## src/rtl/uart_pkg.sv

```systemverilog
// rtl/uart_pkg.sv - shared constants, state encodings and baud helper for the UART frame link
package uart_pkg;

    localparam logic [7:0] HDR_HI      = 8'hBA;
    localparam logic [7:0] HDR_LO      = 8'hFD;
    localparam int         FRAME_BYTES = 11;
    localparam int         FRAME_W     = FRAME_BYTES * 8;

    typedef enum logic [1:0] {
        IDLE,
        START,
        DATA,
        STOP
    } rx_state_t;

    typedef enum logic [1:0] {
        HUNT0,
        HUNT1,
        PAYLOAD
    } frame_state_t;

    // Clock cycles per bit on the line; shared with the transmitter.
    function automatic int bit_cycles(input int clkfreq, input int baudrate);
        return clkfreq / baudrate;
    endfunction

endpackage

```

## src/rtl/uart_rx_byte.sv

```systemverilog
// rtl/uart_rx_byte.sv - synchroniser and 8N1 byte deserialiser
module uart_rx_byte
    import uart_pkg::*;
#(
    parameter int clkfreq  = 100000000,
    parameter int baudrate = 115200
) (
    input  logic       clk,
    input  logic       rst,
    input  logic       rx,
    output logic [7:0] data,
    output logic       valid,
    output logic       err,
    output logic       start_ok
);

    localparam int            BIT       = bit_cycles(clkfreq, baudrate);
    localparam int            HALF      = BIT / 2;
    localparam int            TW        = $clog2(BIT);
    localparam logic [TW-1:0] BIT_LAST  = TW'(BIT - 1);
    localparam logic [TW-1:0] HALF_LAST = TW'(HALF - 1);

    logic            sync1;
    logic            rxs;
    logic            rxs_prev;
    rx_state_t       state, state_n;
    logic [TW-1:0]   timer, timer_n;
    logic [2:0]      count, count_n;
    logic [7:0]      shift, shift_n;
    logic [7:0]      data_n;
    logic            valid_n;
    logic            err_n;
    logic            start_ok_n;

    // Two-flop synchroniser plus previous sample for falling-edge detection.
    // Cleared to 0 so a line held low across reset never looks like a start edge.
    always_ff @(posedge clk) begin
        if (rst) begin
            sync1    <= 1'b0;
            rxs      <= 1'b0;
            rxs_prev <= 1'b0;
        end else begin
            sync1    <= rx;
            rxs      <= sync1;
            rxs_prev <= rxs;
        end
    end

    // Byte FSM state, timers and registered pulse outputs.
    always_ff @(posedge clk) begin
        if (rst) begin
            state    <= IDLE;
            timer    <= '0;
            count    <= '0;
            shift    <= '0;
            data     <= '0;
            valid    <= 1'b0;
            err      <= 1'b0;
            start_ok <= 1'b0;
        end else begin
            state    <= state_n;
            timer    <= timer_n;
            count    <= count_n;
            shift    <= shift_n;
            data     <= data_n;
            valid    <= valid_n;
            err      <= err_n;
            start_ok <= start_ok_n;
        end
    end

    // Next-state: mid-bit sampling of start, eight data bits LSB first, one stop bit.
    always_comb begin
        state_n    = state;
        timer_n    = timer;
        count_n    = count;
        shift_n    = shift;
        data_n     = data;
        valid_n    = 1'b0;
        err_n      = 1'b0;
        start_ok_n = 1'b0;
        case (state)
            IDLE: begin
                if (rxs_prev && !rxs) begin
                    state_n = START;
                    timer_n = '0;
                end
            end
            START: begin
                if (timer == HALF_LAST) begin
                    timer_n = '0;
                    if (!rxs) begin
                        state_n    = DATA;
                        count_n    = '0;
                        start_ok_n = 1'b1;
                    end else begin
                        state_n = IDLE;
                    end
                end else begin
                    timer_n = timer + 1'b1;
                end
            end
            DATA: begin
                if (timer == BIT_LAST) begin
                    timer_n = '0;
                    shift_n = {rxs, shift[7:1]};
                    count_n = count + 1'b1;
                    if (count == 3'd7) begin
                        state_n = STOP;
                    end
                end else begin
                    timer_n = timer + 1'b1;
                end
            end
            STOP: begin
                if (timer == BIT_LAST) begin
                    timer_n = '0;
                    state_n = IDLE;
                    if (rxs) begin
                        data_n  = shift;
                        valid_n = 1'b1;
                    end else begin
                        err_n = 1'b1;
                    end
                end else begin
                    timer_n = timer + 1'b1;
                end
            end
            default: state_n = IDLE;
        endcase
    end

endmodule

```

## src/rtl/uart_frame_receiver.sv

```systemverilog
// rtl/uart_frame_receiver.sv - header hunt, 11-byte frame assembly and gap timeout
module uart_frame_receiver
    import uart_pkg::*;
#(
    parameter int clkfreq      = 100000000,
    parameter int baudrate     = 115200,
    parameter int timeout_bits = 20
) (
    input  logic               clk,
    input  logic               rst,
    input  logic               rx_i,
    output logic [FRAME_W-1:0] dout_o,
    output logic               frame_valid_o,
    output logic               frame_err_o,
    output logic [7:0]         byte_o,
    output logic               byte_valid_o
);

    localparam int            BIT      = bit_cycles(clkfreq, baudrate);
    localparam int            GAP      = timeout_bits * BIT;
    localparam int            GW       = $clog2(GAP);
    localparam logic [GW-1:0] GAP_LAST = GW'(GAP - 1);
    localparam logic [3:0]    LAST_IDX = 4'(FRAME_BYTES - 1);

    logic               byte_err;
    logic               start_ok;
    frame_state_t       fstate, fstate_n;
    logic [3:0]         idx, idx_n;
    logic [FRAME_W-1:0] asm_r, asm_n;
    logic [FRAME_W-1:0] dout_n;
    logic               fvalid_n;
    logic               ferr_n;
    logic [GW-1:0]      gap, gap_n;

    uart_rx_byte #(
        .clkfreq  (clkfreq),
        .baudrate (baudrate)
    ) u_rx_byte (
        .clk      (clk),
        .rst      (rst),
        .rx       (rx_i),
        .data     (byte_o),
        .valid    (byte_valid_o),
        .err      (byte_err),
        .start_ok (start_ok)
    );

    // Frame FSM state, assembly register, gap timer and frame pulses.
    always_ff @(posedge clk) begin
        if (rst) begin
            fstate        <= HUNT0;
            idx           <= '0;
            asm_r         <= '0;
            dout_o        <= '0;
            frame_valid_o <= 1'b0;
            frame_err_o   <= 1'b0;
            gap           <= '0;
        end else begin
            fstate        <= fstate_n;
            idx           <= idx_n;
            asm_r         <= asm_n;
            dout_o        <= dout_n;
            frame_valid_o <= fvalid_n;
            frame_err_o   <= ferr_n;
            gap           <= gap_n;
        end
    end

    // Next-state: header hunt, payload shifting, completion and abort handling.
    // A good byte is checked before the timeout so a coincident byte wins.
    always_comb begin
        fstate_n = fstate;
        idx_n    = idx;
        asm_n    = asm_r;
        dout_n   = dout_o;
        fvalid_n = 1'b0;
        ferr_n   = 1'b0;
        gap_n    = '0;
        case (fstate)
            HUNT0: begin
                if (byte_valid_o && byte_o == HDR_HI) begin
                    fstate_n = HUNT1;
                end
            end
            HUNT1: begin
                if (byte_err) begin
                    fstate_n = HUNT0;
                end else if (byte_valid_o) begin
                    if (byte_o == HDR_LO) begin
                        fstate_n = PAYLOAD;
                        idx_n    = 4'd2;
                        asm_n    = {{(FRAME_W-16){1'b0}}, HDR_HI, HDR_LO};
                    end else if (byte_o != HDR_HI) begin
                        fstate_n = HUNT0;
                    end
                end
            end
            PAYLOAD: begin
                if (byte_valid_o) begin
                    asm_n = {asm_r[FRAME_W-9:0], byte_o};
                    idx_n = idx + 1'b1;
                    if (idx == LAST_IDX) begin
                        dout_n   = {asm_r[FRAME_W-9:0], byte_o};
                        fvalid_n = 1'b1;
                        fstate_n = HUNT0;
                    end
                end else if (byte_err || gap == GAP_LAST) begin
                    ferr_n   = 1'b1;
                    fstate_n = HUNT0;
                end else if (!start_ok) begin
                    gap_n = gap + 1'b1;
                end
            end
            default: fstate_n = HUNT0;
        endcase
    end

endmodule
```

## config.mk

```make
export PLATFORM = sky130hd
export DESIGN_NAME = uart_frame_receiver
export DESIGN_NICKNAME = d
export VERILOG_FILES = /design/src/rtl/uart_pkg.sv /design/src/rtl/uart_rx_byte.sv /design/src/rtl/uart_frame_receiver.sv
export SDC_FILE = /design/constraint.sdc
export NUM_CORES = 1
export LEC_CHECK = 0
export CORE_ASPECT_RATIO = 0.75
export CORE_MARGIN = 4
export CORE_UTILIZATION = 50
export DETAILED_ROUTE_END_ITERATION = 7
export PLACE_DENSITY = 0.73
export SYNTH_ARGS = -nofsm -noshare
export SYNTH_HDL_FRONTEND = slang
export SYNTH_SLANG_ARGS = --single-unit
```

## constraint.sdc

```tcl
create_clock -name clk -period 2.3 [get_ports clk]
set_input_delay 0.46 -clock clk [delete_from_list [all_inputs] [get_ports clk]]
set_output_delay 0.46 -clock clk [all_outputs]
set_load 0.01 [all_outputs]
```

-- After elaboration in Yosys (flattened, before gate mapping)
Index checks and enable logic that the tools add are counted.
Widths: inputs -> output; s select.
- register bits after elaboration: 228
- bits of input ports: 3
- output and inout bits: 99
- word-level logic and storage cells: 115
- add/sub/neg operators: 4
- equal/unequal tests: 28
- muxes and demuxes: 38
- bitwise logic cells: 6
- reductions and logical operators: 21
- operators with widths (kind ; number):
    $mux 80 ; 4
    $pmux 80 s2 ; 1
    $mux 10 ; 3
    $pmux 10 s3 ; 1
    $mux 2 ; 14
    $eq 8x8->1 const B ; 2
    $mux 4 ; 4
    $add 15x1->15 const B ; 1
    $eq 15x15->1 const B ; 1
    $reduce_and 5->1 ; 3
    $ne 2x1->1 const B ; 7
    $reduce_or 3->1 ; 4
    $add 10x1->10 const B ; 1
    $eq 10x10->1 const B ; 1
    $eq 10x9->1 const B ; 1
    $mux 3 ; 3
    $ne 2x2->1 const B ; 4
    $ne 8x8->1 const B ; 1
    $pmux 2 s4 ; 1
    $pmux 4 s2 ; 1
    $eq 2x2->1 const B ; 3
    $not 1->1 ; 6
    $pmux 2 s3 ; 1
    $pmux 3 s2 ; 1
    other kinds (20) ; 28

-- Logic depth before layout (Yosys ltp)
Gate-level depths: netlist (run 1).
- depth after elaboration: 6
- depth in mapped cells: 9
- gate-level depth less buffers: 7

-- Modules after synthesis
Synthesis (run 1) repeated with hierarchy kept, for this count alone.
- cell total of the unflattened synthesis: 1055
- area, all modules: 8669.6 um2
- by module, submodules not included (module ; instances ; cells an instance ; area an instance (um2) ; sequential area each (um2)):
    uart_frame_receiver ; 1 ; 864 ; 6950.4 ; 3823.7
    uart_rx_byte ; 1 ; 191 ; 1719.1 ; 740.7

-- Worst setup path before layout (run 1)
No wires, ideal clock.
- path kind: register to register
- from: register u_rx_byte.timer[0]
- to: register u_rx_byte.timer[8]
- library setup time: 0.122 ns
- arrival time: 1.811 ns
- required time: 2.178 ns
- path slack: 0.367 ns
- cell stages (with the launch flop): 8
- path buffers: 1
- period minus slack after synthesis: 1.933 ns
- cell sequence: dfxtp_1 > ha_1 > or3b_1 > nor4_4 > nor3_1 > buf_6 > and3_1 > a221o_1
- word-level cells in the longest chain between the ends: 3
- elaborated cells on any way between the ends: 6
- classes of those cells: 1 x add/sub; 2 x eq/ne; 3 x mux
- ends and longest elaborated chain (element ; RTL line ; source):
    start, declared ; uart_rx_byte.sv:27 ; logic [TW-1:0] timer, timer_n;
    start signal, assigned ; uart_rx_byte.sv:62 ; timer <= timer_n;
    $add 10x1->10 (tied with other cells) ; uart_rx_byte.sv:100, uart_rx_byte.sv:112, uart_rx_byte.sv:126 ;
    $mux 10, on equally long branches ; uart_rx_byte.sv:104, uart_rx_byte.sv:116, uart_rx_byte.sv:90 ;
    $pmux 10 s3 * ; uart_rx_byte.sv:82 ; case (state)
Mark *: on every way between the ends. The rest lies on a longest branch, timed or not.
A chain may end at the register's enable or synchronous reset.

-- Worst setup path after layout (run 1)
- from: register u_rx_byte.timer[0]
- to: register u_rx_byte.state[0]
- word-level cells in the longest chain between the ends: 3
- elaborated cells on any way between the ends: 6
- classes of those cells: 5 x eq/ne; 1 x reduce/logical
- ends and longest elaborated chain (element ; RTL line ; source):
    $eq 10x10->1 / $eq 10x9->1 (equally long branches) ; uart_rx_byte.sv:104, uart_rx_byte.sv:116, uart_rx_byte.sv:90 ;
    $ne 2x1->1 (no line) ; n/a ;
    $reduce_and 5->1 (no line) * ; n/a ;
    end signal, assigned ; uart_rx_byte.sv:61 ; state <= state_n;
    end, declared ; uart_rx_byte.sv:26 ; rx_state_t state, state_n;
Marked as above.

==> flow_summary.toml, run 1 <==
[timing]
rsz0062_at_grt = "no"
fin_crit_ns = 2.08
fin_worst_skew_ns = 0.0129
relSlewSlack = 0.567
tightest_slew_ns = 0.650
setup-tns-final_ns = 0
hold_viol = 0
maxSlewViolCount = 0
fmax_mhz = 481
setup-violations-final = 0
fin_crit_sh = 0.903

[power_and_ir_drop]
pwr_density_cell_nw_per_um2 = 750
combPwrFrac = 0.016
switchingPower_mw = 1.55
p_sw_frac = 0.202
ir_worst_vdd_uv = 543
pwr-share-clk = 0.468
seqPwrFrac = 0.515
total_power_mw = 7.68
p_leak_nw = 3.62
internal_power_mw = 6.13

[clock_network]
clk_pin_slew_ns = 0.06
cts.sinks = 228
root_buffer = "clkbuf_16"
clock_latency_ns = 0.49
cts_tree = "yes"
htreeDepth = 1
cts.path.max_buffers = 3
cts_made_buffers = 22
postCtsSetupBuffers = 0

[route]
vias = 6712
drtPass1Iterations = 4
ant_nets = 0
drc = 0
vias_per_cell = 5.29
post_drt_wl_per_cell_um = 14.7
drt-total-wl_mm = 18.7
drt_iter0_drc = 482

[finish]
fin_area_sq_um = 10200
final_common_cell = "dfxtp_1"
fillers = 1401
nets = 1056
multi_input_comb_area_sq_um = 3440
num_antenna_cells = 0
drive_above_1_share = 0.0679
final_cell_mix = "dfxtp_1 (227), nand2_1 (192), nor2_1 (156), a21oi_1 (134), clkdlybuf4s50_1 (100)"
seq_area_sq_um = 4570
final_cells = 1270
areaGrowthSynthToFinish_pct = 24.1

[place]
post-place-cells = 1232
io_buffers = 101
gp_congestion = 0.906
placed_area_sq_um = 9500
dp_hpwl_mm = 11.9

[synth]
synth.distinct_cells = 49
syn_area_per_cell_sq_um = 8.58
synth.top_cell.area_share = 0.553
yosysWarnings = 0
synthTopCellsByArea = "dfxtp_1 (55%), nand2_1 (8.7%), a21oi_1 (8.2%)"
netlist_instances = 962
synthArstFlopShare = 0
synthesis.nets = 972
ys_ff_latch = 228
yosysTopAreaCell = "dfxtp_1"
synth_enable_flop_cells = 0
yosysSeqAreaShare = 0.553
netlist_area_sq_um = 8250
synth_ff_type = "dfxtp_1"

[setup_path]
crit_fanout = 6
cp_cell_sequence = "ha_1 -> or3b_1 -> or4_1 -> nand2b_1 -> mux2i_1 -> nor2_1"
critPathMaxStageDelay_ns = 0.54
cp-end-kind = "flip-flop"
r2r-end = "u_rx_byte.state[0]"
critPathKind = "flip-flop to flip-flop"
cp-start-kind = "flip-flop"
critPathBufInv = 0
cp.depth = 6
r2r_slack_ns = 0.22
critPathRequiredTime_ns = 2.66
reg2regPathDepth = 6
path_delay_family = "simple AND/OR/NAND/NOR gates"
timing.rr.start = "u_rx_byte.timer[0]"
critPathArrivalTime_ns = 2.44
crit_slowest_cell = "or4_1"

[floorplan]
core_sq_um = 16100
rows = 40
die_w_um = 156
fp.dieH_um = 119
die_area_sq_um = 18600
start_util = 0.512
num_io_pins = 102

[global_routing]
grt_first_pass_wirelength_mm = 31.4
grt_max_degree = 72
grt_pass1_vias = 6184
antenna_found_initial = 0
grt_util_all_layers = 0.198
grt_overflow_total = 0

[worst_hold_path]
min_path_type = "primary input to flip-flop"
whs_path_depth = 2
hold_path_end = "dout_o[0]"
hp-start = "rst"

[run]
drv_cap = 0

[outcome]
outcome = "completed"
cells by family (layout without fill, tap and decap cells):
group / count (synthesis) / in the layout / synth area share
adders and majority gates: 7 / 7 / 0.0106
and+or+nand+nor: 438 / 438 / 0.228
buffers and inverters: 66 / 164 / 0.0349
DFF: 228 / 228 / 0.553
AOI/OAI and AO/OA: 188 / 188 / 0.133
xor gates and xnor gates: 14 / 14 / 0.0149
muxes: 21 / 21 / 0.0256
Yosys cell counts (6+ instances only):
library cell,instances
ha_1,7
buf_2,20
xor2_1,6
mux2i_1,20
nor2_1,157
and3_1,7
nand2_1,192
nor3_1,24
clkbuf_1,37
xnor2_1,8
nor2b_1,6
a21oi_1,135
nand3_1,13
dfxtp_1,228
o21ai_0,11
a22o_1,30
flip-flops by register name, indices dropped and copies added (netlist names), 2 cells and up, named ones only:
name / cells
asm_r: 80
dout_o: 88
fstate: 2
gap: 15
idx: 4
u_rx_byte.count: 3
u_rx_byte.data: 8
u_rx_byte.shift: 8
u_rx_byte.timer: 10
worst register-to-register path, cell delays in order, from the launching register on:
cell and delay [ns]:
dfxtp_1 0.42, ha_1 0.19, or3b_1 0.40, or4_1 0.54, nand2b_1 0.15, mux2i_1 0.19
nor2_1 0.05
power by group through the flow:
stage               registers, mW  clock network (mW)  logic [mW]
finish                       3.96                3.60       0.125
global route                 3.96                3.86       0.138
CTS                          3.96                3.67       0.125
detailed placement           4.05                   0       0.124
global placement             4.05                   0       0.124
floorplan                    4.05                   0      0.0933
per-stage QoR:
stage	hold WS [ns]	worst slack, ns	utilization
after floorplan	0.414	0.367	-
after global placement	0.418	0.177	0.589
after CTS	0.223	0.0634	0.635
after global routing	0.234	0.108	0.635
final	0.240	0.222	0.635
after detailed placement	0.424	0.106	0.589
worst max path at each step:
stage                       startpoint            endpoint
floorplan           u_rx_byte.timer[0]  u_rx_byte.timer[8]
global placement    u_rx_byte.timer[1]  u_rx_byte.timer[8]
detailed placement  u_rx_byte.timer[1]  u_rx_byte.timer[8]
CTS                    u_rx_byte.valid        byte_valid_o
global route                    gap[0]             gap[10]
finish              u_rx_byte.timer[0]  u_rx_byte.state[0]
repair_timing:
| action | 4_1_cts | 5_1_grt |
|---|---|---|
| setup endpoints to repair | 0 | 7 |
| hold buffers | 0 | 0 |
| resized for setup | 0 | 2 |
routing by layer:
metal | global-route usage | vias to the layer above | part of all wire
met3 | 0.0403 | 21 | 0.057
met1 | 0.318 | 3113 | 0.51
met5 | 0 | - | 0
met4 | 0.0358 | 0 | 0.014
met2 | 0.274 | 185 | 0.41
li1 | - | 3393 | -
layout make-up:
type | count | share of cell area
Clock buffer | 27 | 0.0606
Clock inverter | 11 | 0.0110
Inverter | 5 | 0.00183
Multi-Input combinational cell | 668 | 0.336
Sequential cell | 228 | 0.446
Tap cell | 210 | 0.0257
Timing Repair Buffer | 121 | 0.119
Note: power is estimated with default switching activity, not from simulation.
==> run 2, diff against run 1 <==
ABC_AREA = 1   (was unset)
CELL_PAD_IN_SITES_DETAIL_PLACEMENT = 0   (was unset)
CELL_PAD_IN_SITES_GLOBAL_PLACEMENT = 1   (was unset)
CORE_UTILIZATION = 41   (was 50)
PLACE_DENSITY = unset   (was 0.73)
PLACE_DENSITY_LB_ADDON = 0.1   (was unset)
SLEW_MARGIN = 20   (was unset)
==> run 2 against run 1 <==
Compared with the run above: largest power group unchanged; non-clock buffer count stayed put; synthesized area increased by 1.8%; via count up 2.8%; largest cell class unchanged; highest routed layer unchanged; critical path depth down 4.
==> flow_summary.toml, run 2 <==
[floorplan]
core_sq_um = 20200
start_util = 0.417
fp.dieH_um = 132
num_io_pins = 102
die_area_sq_um = 22900
rows = 45
die_w_um = 173

[timing]
tightest_slew_ns = 0.514
hold_viol = 0
fin_crit_sh = 0.877
maxSlewViolCount = 0
relSlewSlack = 0.658
fin_worst_skew_ns = 0.00695
fmax_mhz = 496
fin_crit_ns = 2.02
setup-tns-final_ns = 0
setup-violations-final = 0
rsz0062_at_grt = "no"

[synth]
synth.top_cell.area_share = 0.544
yosysWarnings = 0
yosysSeqAreaShare = 0.544
synth.distinct_cells = 33
synth_top_family_by_area = "simple AND/OR/NAND/NOR gates"
yosysTopAreaCell = "dfxtp_1"
synth-adder-area-share = 0.0104
synth-simple-area-share = 0.186
netlist_area_sq_um = 8400
ys_top_cells_by_count = "dfxtp_1 (228), nor2_1 (213), o21ai_0 (122), a21oi_1 (109), nand2_1 (99)"
synthMuxAreaShare = 0
synth_ff_type = "dfxtp_1"
synth_compound_area_frac = 0.179
yosysMostFrequentCell = "dfxtp_1"
synthesis.nets = 1059
synth_xor_area_frac = 0.00313
syn_area_per_cell_sq_um = 8.00
netlist_instances = 1049
synth_enable_flop_cells = 0
synthArstFlopShare = 0
ys_ff_latch = 228
synthTopCellsByArea = "dfxtp_1 (54%), nor2_1 (9.5%), o21ai_0 (7.3%)"

[route]
drt_iter0_drc = 511
vias = 6901
vias_per_cell = 4.89
ant_nets = 0
post_drt_wl_per_cell_um = 14.6
drc = 0
drt-total-wl_mm = 20.6
drtPass1Iterations = 5

[clock_network]
ctsResizeCount = 0
cts.sinks = 228
clk_pin_slew_ns = 0.06
cts_hold_buf = 0
cts.path.max_buffers = 3
root_buffer = "clkbuf_16"
htreeDepth = 1
clock_latency_ns = 0.50
postCtsSetupBuffers = 0
cts_tree = "yes"
cts_made_buffers = 22

[setup_path]
critPathRequiredTime_ns = 1.84
cp-end-kind = "output pin"
reg2regPathDepth = 9
crit_fanout = 5
critPathArrivalTime_ns = 1.56
critPathKind = "flip-flop to output pin"
r2r_slack_ns = 0.38
cp-start-kind = "flip-flop"

[finish]
final_common_cell = "dfxtp_1"
top_regs = "dout_o: 88 flops, asm_r: 80 flops, gap: 15 flops"
drive_above_1_share = 0.0642
num_antenna_cells = 0
largest_register = "dout_o"
nets = 1148
largest_reg_flops = 88
areaGrowthSynthToFinish_pct = 23.0
final_cell_mix = "dfxtp_1 (228), nor2_1 (213), o21ai_0 (122), a21oi_1 (109), clkdlybuf4s50_1 (101)"

[worst_hold_path]
min_path_type = "flip-flop to flip-flop"
whs_path_depth = 2

[global_routing]
grt_max_degree = 127
grt_overflow_total = 0
antenna_found_initial = 0
grt_util_all_layers = 0.175
grt_first_pass_wirelength_mm = 34.1
grt_pass1_vias = 6425

[power_and_ir_drop]
pwr_density_cell_nw_per_um2 = 755
p_leak_nw = 3.98
total_power_mw = 7.80
ir_worst_vdd_uv = 490

[place]
gp_congestion = 0.780
io_buffers = 101
dp_hpwl_mm = 13.4

[run]
drv_cap = 0

[outcome]
outcome = "completed"
## run 2: changes by cell type in the layout (fill, tap and decap cells not counted), moves of 30 or more
cell / previous run / this run
a22o_1: 30 / 0
nor2_1: 156 / 213
o21ai_0: 11 / 122
inv_1: 5 / 87
o22ai_1: 0 / 39
nand2_1: 192 / 99
## run 2: area by class of cell
type	count	area, sq um
clock inverters	3	42.5
fillers	1967	9830
inverters	95	357
clock buffers	36	654
multi-input cells	670	3170
flip-flops and latches	228	4560
well taps	258	323
repair buffers	121	1210
## run 2: layer usage
metal,vias to the layer above,routed length [um],track usage
met3,35,840,0.0310
li1,3624,-,-
met2,128,8100,0.241
met4,0,367,0.0354
met1,3114,11300,0.283
met5,-,0,0
## run 2: cell families (layout without fill, tap and decap cells)
kind of cell	after synthesis	in the layout
buffers and inverters	151	255
and+or+nand+nor	375	375
DFF	228	228
xor gates and xnor gates	3	3
adders and majority gates	7	7
AOI/OAI and AO/OA	285	285
## run 2: through the flow
stage / instances / util / worst slack [ns] / cell area [sq um] / hold slack (ns)
2_1_floorplan: 1049 / - / 0.818 / 8400 / 0.388
3_3_place_gp: 1372 / 0.478 / 0.347 / 9630 / 0.413
3_5_place_dp: 1372 / 0.478 / 0.323 / 9630 / 0.410
4_1_cts: 1411 / 0.512 / 0.258 / 10300 / 0.417
5_1_grt: 1411 / 0.512 / 0.208 / 10300 / 0.437
6_report: 1411 / 0.512 / 0.282 / 10300 / 0.412
## run 2: where the power goes
part	leakage, nW	internal (mW)	switching [mW]	total [mW]
combinational	1.81	0.0734	0.200	0.273
sequential	1.84	3.97	0.0253	3.99
clock	0.335	2.05	1.48	3.53
## run 2: critical path, cell delays in order (launching register included)
cell             delay [ns]
dfxtp_1                0.36
buf_4                  0.16
clkdlybuf4s50_1        0.54
## run 2: path summary, 6_finish.rpt
check                     from       endpoint
min            u_rx_byte.sync1  u_rx_byte.rxs
max reg2reg          fstate[1]     dout_o[75]
max          u_rx_byte.data[3]      byte_o[3]
min reg2reg    u_rx_byte.sync1  u_rx_byte.rxs
